### src/rtl/sc_pkg.sv
// Shared constants for the basic-computer sequence counter and its users.
package sc_pkg;

  localparam int SC_STATES = 16;
  localparam int SC_CNT_W  = 4;

  // Symbolic step indices so the controller indexes T by name.
  localparam int T_FETCH0 = 0;
  localparam int T_FETCH1 = 1;
  localparam int T_DECODE = 2;
  localparam int T_EXEC0  = 3;

endpackage

### src/rtl/sc_decoder.sv
// Binary-to-one-hot decoder; an input that matches no output bit yields all zeros.
module sc_decoder #(
  parameter int WIDTH = 16,
  parameter int CNT_W = $clog2(WIDTH)
) (
  input  logic [CNT_W-1:0] bin,
  output logic [WIDTH-1:0] onehot
);

  // One comparator per output bit; out-of-range codes match none of them.
  for (genvar k = 0; k < WIDTH; k++) begin : g_bit
    assign onehot[k] = (bin == CNT_W'(k));
  end

endmodule

### src/rtl/sequence_counter.sv
// Micro-step sequence counter: binary step register plus one-hot timing decode.
// T is a pure decode of the register so the controller may build INR/CLR
// combinationally from T without forming a loop.
module sequence_counter
  import sc_pkg::*;
#(
  parameter int WIDTH = SC_STATES,
  parameter int CNT_W = $clog2(WIDTH)
) (
  input  logic             clk,
  input  logic             rst_n,
  input  logic             CLR,
  input  logic             INR,
  output logic [WIDTH-1:0] T,
  output logic [CNT_W-1:0] COUNT
);

  localparam logic [CNT_W-1:0] LAST  = CNT_W'(WIDTH - 1);
  localparam logic [CNT_W:0]   LIMIT = (CNT_W + 1)'(WIDTH);

  logic [CNT_W-1:0] cnt;
  logic             out_of_range;

  // Only reachable for non power-of-two WIDTH; recovered on the next edge.
  assign out_of_range = ({1'b0, cnt} >= LIMIT);

  // Step register: recovery beats CLR, CLR beats INR, INR wraps at the last step.
  always_ff @(posedge clk or negedge rst_n) begin
    if (!rst_n)            cnt <= '0;
    else if (out_of_range) cnt <= '0;
    else if (CLR)          cnt <= '0;
    else if (INR)          cnt <= (cnt == LAST) ? '0 : cnt + 1'b1;
  end

  assign COUNT = cnt;

  sc_decoder #(.WIDTH(WIDTH), .CNT_W(CNT_W)) u_dec (
    .bin    (cnt),
    .onehot (T)
  );

`ifndef SYNTHESIS
  // Timing vector stays one-hot for every legal step.
  a_onehot: assert property (@(posedge clk) disable iff (!rst_n)
    !out_of_range |-> $onehot(T));
  // Decode always agrees with the binary index.
  a_decode: assert property (@(posedge clk) disable iff (!rst_n)
    T == (WIDTH'(1) << COUNT));
`endif

endmodule

### config.mk
export PLATFORM = sky130hd
export DESIGN_NAME = sequence_counter
export DESIGN_NICKNAME = d
export VERILOG_FILES = /design/src/rtl/sc_pkg.sv /design/src/rtl/sc_decoder.sv /design/src/rtl/sequence_counter.sv
export SDC_FILE = /design/constraint.sdc
export NUM_CORES = 1
export LEC_CHECK = 0
export CORE_AREA = 8 8 45 47
export DETAILED_ROUTE_END_ITERATION = 10
export DIE_AREA = 0 0 53 55
export HOLD_SLACK_MARGIN = 0.15
export PLACE_DENSITY = 0.73
export SLEW_MARGIN = 30
export SYNTH_ARGS = -nofsm -noshare
export SYNTH_HDL_FRONTEND = slang
export SYNTH_HIERARCHICAL = 1
export SYNTH_SLANG_ARGS = --single-unit
### constraint.sdc
create_clock -name clk -period 3.9 [get_ports clk]
set_clock_uncertainty 0.2 [all_clocks]
set_input_delay 1.17 -clock clk [delete_from_list [all_inputs] [get_ports clk]]
set_output_delay 1.17 -clock clk [all_outputs]
set_load 0.03 [all_outputs]
==> impl_results.md <==
- Clock network fraction of design power: between 30% and 40%
- Largest net degree at the start of global routing: 23
- ANT cells: 0
- Finish-stage setup viols: 0
- Minimum clock period: 3320 ps
- Number of remaining DRC errors: 0
- Critical-path cell list: nor4b_2, clkdlybuf4s50_1
- Rel. slew slack: approximately three fifths
- Max Slew Vio Count: 0
- Most common cell after layout, fill and taps aside: clkdlybuf4s50_1
- CP top delay family: flip-flops
- H-Tree Depth: 1
- Port Buf Inserts: 23
- GR Overflow Total: 0
- Avg Vias per Cell: just over 5
- Switching pwr: ~44 uW
- Nets@finish: 68
- DRT antenna net count: 0
- Hpwl dp: 736 um
- Starting Density: 30.2%
- F_max: approximately 300 MHz
- Worst Setup Start Kind: flip-flop
- WP data arrival: slightly below 2000 ps
- Buf/Inv on CP: 1
- Synth Net Count: 44
- Clock Path Buffers: 2
- Post-CTS Resized: 0
- Initial antenna violation count: 0
- MaxCap Viol Count: 0
- Most frequent cells in the layout: clkdlybuf4s50_1 (23), and4bb_2 (6), dfrtp_1 (4), nor4b_2 (4), and4b_1 (4)
- Gpl congestion: about 0.67
- Filler cell count in the final layout: approximately 150
- Max reg flops: 4
- Setup TNS: 0 ps
- WL final: about 1.0 mm
- Sequential-to-total area share from yosys stat: a little under a quarter
- Clock transition at the registers of the reported paths: ~40 ps
- Net Sw Frac: a little under a third
- Detailed Routing Iterations Pass 1: 4
- P&R area growth vs syn: 58.1%
- First-pass GRT wire length: between 1.5 and 2 mm
- # IOs: 24
- Final non-filler cell total: between 70 and 80
- Number of global-route vias before repair: approximately 350
- CP max stage delay: 720 ps
- Share of power burned in registers: between 30% and 40%
- Buffer count from post-CTS setup fixing: 0
- DR vias: 391
- CP Capture Type: primary output
- Syn_area_per_cell: 10.7 um2
- Final period utilization: a little under nine tenths
- Wirelength per Cell: about 13 um
- Peak supply drop: approximately 190 uV
- CP max FO: 22
- Req. time, crit path: ~2500 ps
- Root Driver: clkbuf_4
- Power per cell area: approximately 210 nW/um2
- Slowest cell on crit path: dfrtp_1
- Synth Register Bits: 4
- Final Util: around 48%
- Synth Warn #: 6
- Rows: 14
- Share of cells above drive strength 1: 23.0%
- Final hold slack: about 650 ps
- Global Route Usage Sum: 6.90%
- Die span in y: about 55 um
- Gate power share: between 20% and 30%
- TritonCTS clock tree: done
- Cell variety after synth: 16
- Hold_buf cts: 0
- Final hold violations: 0
- Worst-Margin Slew: approximately 600 ps
- Mapped cell area: approximately 420 um2
- Leak: ~0.25 nW
- Die Area: a little under 3000 um2
- Worst setup margin: ~580 ps
- Skew-Pair Late Insertion Delay: about 230 ps
- Post-Syn Instances: 39
- Die width: around 53 um
- RSZ-0062 raised after global routing: no
- Post-Place Setup Slack: 813 ps
- Clock tree sinks: 4
- Core Region: 1380 um2
- Placed insts: 74
- Initial drt markers: 6
- Worst Hold Class: flip-flop to flip-flop
- CTS Buf Count: 3
- R2R setup slack: around 2300 ps
- Crit path kind: flip-flop to primary output
- Internal Pwr Total: between 90 and 100 uW
- Run status: finished clean
-- metrics by stage --
step | cell area (um2) | power [mW]
6_report | 661 | 0.142
5_1_grt | 661 | 0.149
4_1_cts | 661 | 0.144
3_5_place_dp | 638 | 0.0932
3_3_place_gp | 638 | 0.0921
2_1_floorplan | 418 | 0.0764
-- worst reg2reg max path: cells and delay by family, from the launching register on --
kind	cells	cell delay, ps
flops	1	720
fa+ha+maj	1	300
compound gates	3	310
-- logic make-up after synthesis --
logic type / after synthesis / share of synthesized area [%]
xor gates and xnor gates: 1 / 2.10
DFF: 4 / 24.0
muxes: 2 / 4.79
AOI/OAI and AO/OA: 4 / 5.09
buffers and inverters: 4 / 7.19
and+or+nand+nor: 23 / 53.9
adders and majority gates: 1 / 2.99
-- cell usage after synthesis --
library cell	count	area, um2
a31oi_1	1	6.26
nor2_1	3	11.3
ha_1	1	12.5
buf_4	4	30.0
and4_1	1	8.76
mux2i_1	2	20.0
o21ai_0	1	5.00
xor2_1	1	8.76
nand2_1	3	11.3
and4b_1	4	40.0
dfrtp_1	4	100
and4bb_2	6	75.1
a21oi_1	2	10.0
nor4b_2	4	60.1
nor4_2	1	12.5
or3_1	1	6.26
-- worst paths after layout --
path / startpoint / endpoint / cells after the start
worst max-delay path: COUNT[0] / T[1] / 2
worst min-delay path: COUNT[3] / COUNT[3] / 2
worst max register to register: COUNT[0] / COUNT[3] / 4
worst min register to register: COUNT[3] / COUNT[3] / 2
max in group asynchronous: rst_n / COUNT[0] / 1
min in group asynchronous: rst_n / COUNT[1] / 1
-- power by group through the flow --
stage,clock network (mW),registers (mW),logic (mW)
2_1_floorplan,0,0.0517,0.0247
3_3_place_gp,0,0.0534,0.0388
3_5_place_dp,0,0.0538,0.0394
4_1_cts,0.0514,0.0533,0.0395
5_1_grt,0.0533,0.0546,0.0414
6_report,0.0496,0.0533,0.0389
-- cell type report --
class                           instances  area, um2  share of cell area, %
Sequential cell                         4        100                   15.2
Tap cell                               16       20.0                   3.03
Multi-Input combinational cell         31        288                   43.6
Clock buffer                            3       22.5                   3.41
Timing Repair Buffer                   23        230                   34.8
-- metal layers --
metal | vias up | GRT usage (%) | share of wire, %
li1 | 201 | - | -
met2 | 18 | 8.79 | 39
met5 | - | 0 | 0
met4 | 0 | 3.88 | 0
met3 | 0 | 3.21 | 14
met1 | 172 | 9.17 | 47
Power figures use the tool's default switching activity.
==> patch: new RTL, same flow settings <==
Set the package constant `SC_STATES` to 8 (it was 16).
--- a/src/rtl/sc_pkg.sv
+++ b/src/rtl/sc_pkg.sv
@@ -3,3 +3,3 @@
 
-  localparam int SC_STATES = 16;
+  localparam int SC_STATES = 8;
   localparam int SC_CNT_W  = 4;
Interface: changed (resized COUNT and T); port bits go from 24 to 15. The function was not compared with the original's and may differ.
==> patch against the original RTL <==
- routed wire length fell by 43%
- synthesized cell count shrank 46%
- total power decreased by 15%
- sequential share of layout area grew 3.3 points
- synthesized area down 47%
- worst hold slack lost 170 ps
- non-clock buffer count down 9
- design area down 38%
- sequential cell count decreased by 1
- critical endpoint unchanged
- worst setup slack better by 280 ps
==> patch: results (changes against the original RTL) <==
- TritonRoute pass-1 iters: 2 (-2)
- Synth top cells by count: and3b_2, dfrtp_1, nor3b_1
- Place WS: 1110 ps (+295 ps)
- Distinct cells, synth: 13 (-3)
- Slew HR: 78.7% (+19 points)
- Worst reg-to-reg setup slack: 2180 ps (-70 ps)
- Status: complete, no violations
- Mapped Nets: 27 (-39%)
- Worst VDD drop: 0.114 mV (-41%)
- Post-synthesis sequential area ratio: 33.9% (+9.9 points)
- Total Wirelength: 589 um (-43%)
- Largest net degree at the start of global routing: 13 (-43%)
- Min-delay src: COUNT[1]$_DFFE_PN0P_
- Vias in the first global route: 206 (-41%)
- RR Endpoint: COUNT[0]$_DFFE_PN0P_
- First-pass GRT wire length: 848 um (-45%)
- Synth area leaders: dfrtp_1, and3b_2, ha_1
- Leakage: 0.000177 uW (-29%)
- PortBufs: 14 (-39%)
- Iteration-0 DRC Markers: 2 (-4)
- Placer Congestion: 0.717 (+7.0%)
- GRT Overall Usage: 4.43% (-2.5 points)
- Net switching power figure: 34.6 uW (-22%)
- Share of cells above drive strength 1: 20.5% (-2.4 points)
- Drt via density: 4.15 (-18%)
- Slowest CP cell: clkdlybuf4s50_1
- Nets@finish: 46 (-32%)
- CP top delay family: buffers and inverters
- Hold Path Sink: COUNT[1]$_DFFE_PN0P_
- Post-detail-place hpwl: 447 um (-39%)
- Fillcell total: 144 (-0.69%)
==> patch: power by group through the flow <==
stage | logic, uW | clock network (uW) | registers [uW]
finish | 29.8 | 53.5 | 36.8
global route | 31.6 | 58.4 | 37.3
CTS | 30.1 | 57.5 | 36.7
detailed placement | 30.0 | 0 | 37.1
global placement | 29.8 | 0 | 37.0
floorplan | 12.9 | 0 | 39.3
==> patch: worst max-delay path by stage <==
stage | startpoint | endpoint | cells after the start
2_1_floorplan | COUNT[0]$_DFFE_PN0P_ | T[1] | 1
3_3_place_gp | COUNT[0]$_DFFE_PN0P_ | T[1] | 2
3_5_place_dp | COUNT[0]$_DFFE_PN0P_ | T[1] | 2
4_1_cts | COUNT[0]$_DFFE_PN0P_ | T[1] | 2
5_1_grt | COUNT[0]$_DFFE_PN0P_ | T[1] | 2
6_report | COUNT[0]$_DFFE_PN0P_ | T[1] | 2
==> patch: worst register-to-register path: stages (launching register included) <==
cell	delay, ps
dfrtp_1	480
ha_1	250
ha_1	190
or3b_1	390
a21oi_2	140
==> patch: area by class of cell <==
cell class | instances | area (um2) | share of cell area (%)
timing repair buffer | 14 | 140 | 34.4
multi-input combinational | 18 | 146 | 35.9
tap | 16 | 20.0 | 4.91
clock buffer | 4 | 26.3 | 6.44
sequential | 3 | 75.1 | 18.4
==> patch: per-layer routing <==
| layer | track usage, % | share of wire [%] |
|---|---|---|
| met5 | 0 | 0 |
| met4 | 5.17 | 0.85 |
| met3 | 4.28 | 22 |
| met2 | 5.66 | 36 |
| met1 | 3.65 | 41 |
==> patch: kinds of logic after synthesis <==
logic type                 after synthesis  share of synthesized area (%)
AOI/OAI and AO/OA                        2                           6.21
and+or+nand+nor                         13                           44.1
DFF                                      3                           33.9
muxes                                    1                           4.52
adders and majority gates                2                           11.3
==> patch: per-stage QoR <==
stage | std cells | area, um2
after floorplan | 21 | 221
after global routing | 55 | 408
final | 55 | 408
after detailed placement | 51 | 382
after global placement | 51 | 382
after CTS | 55 | 408
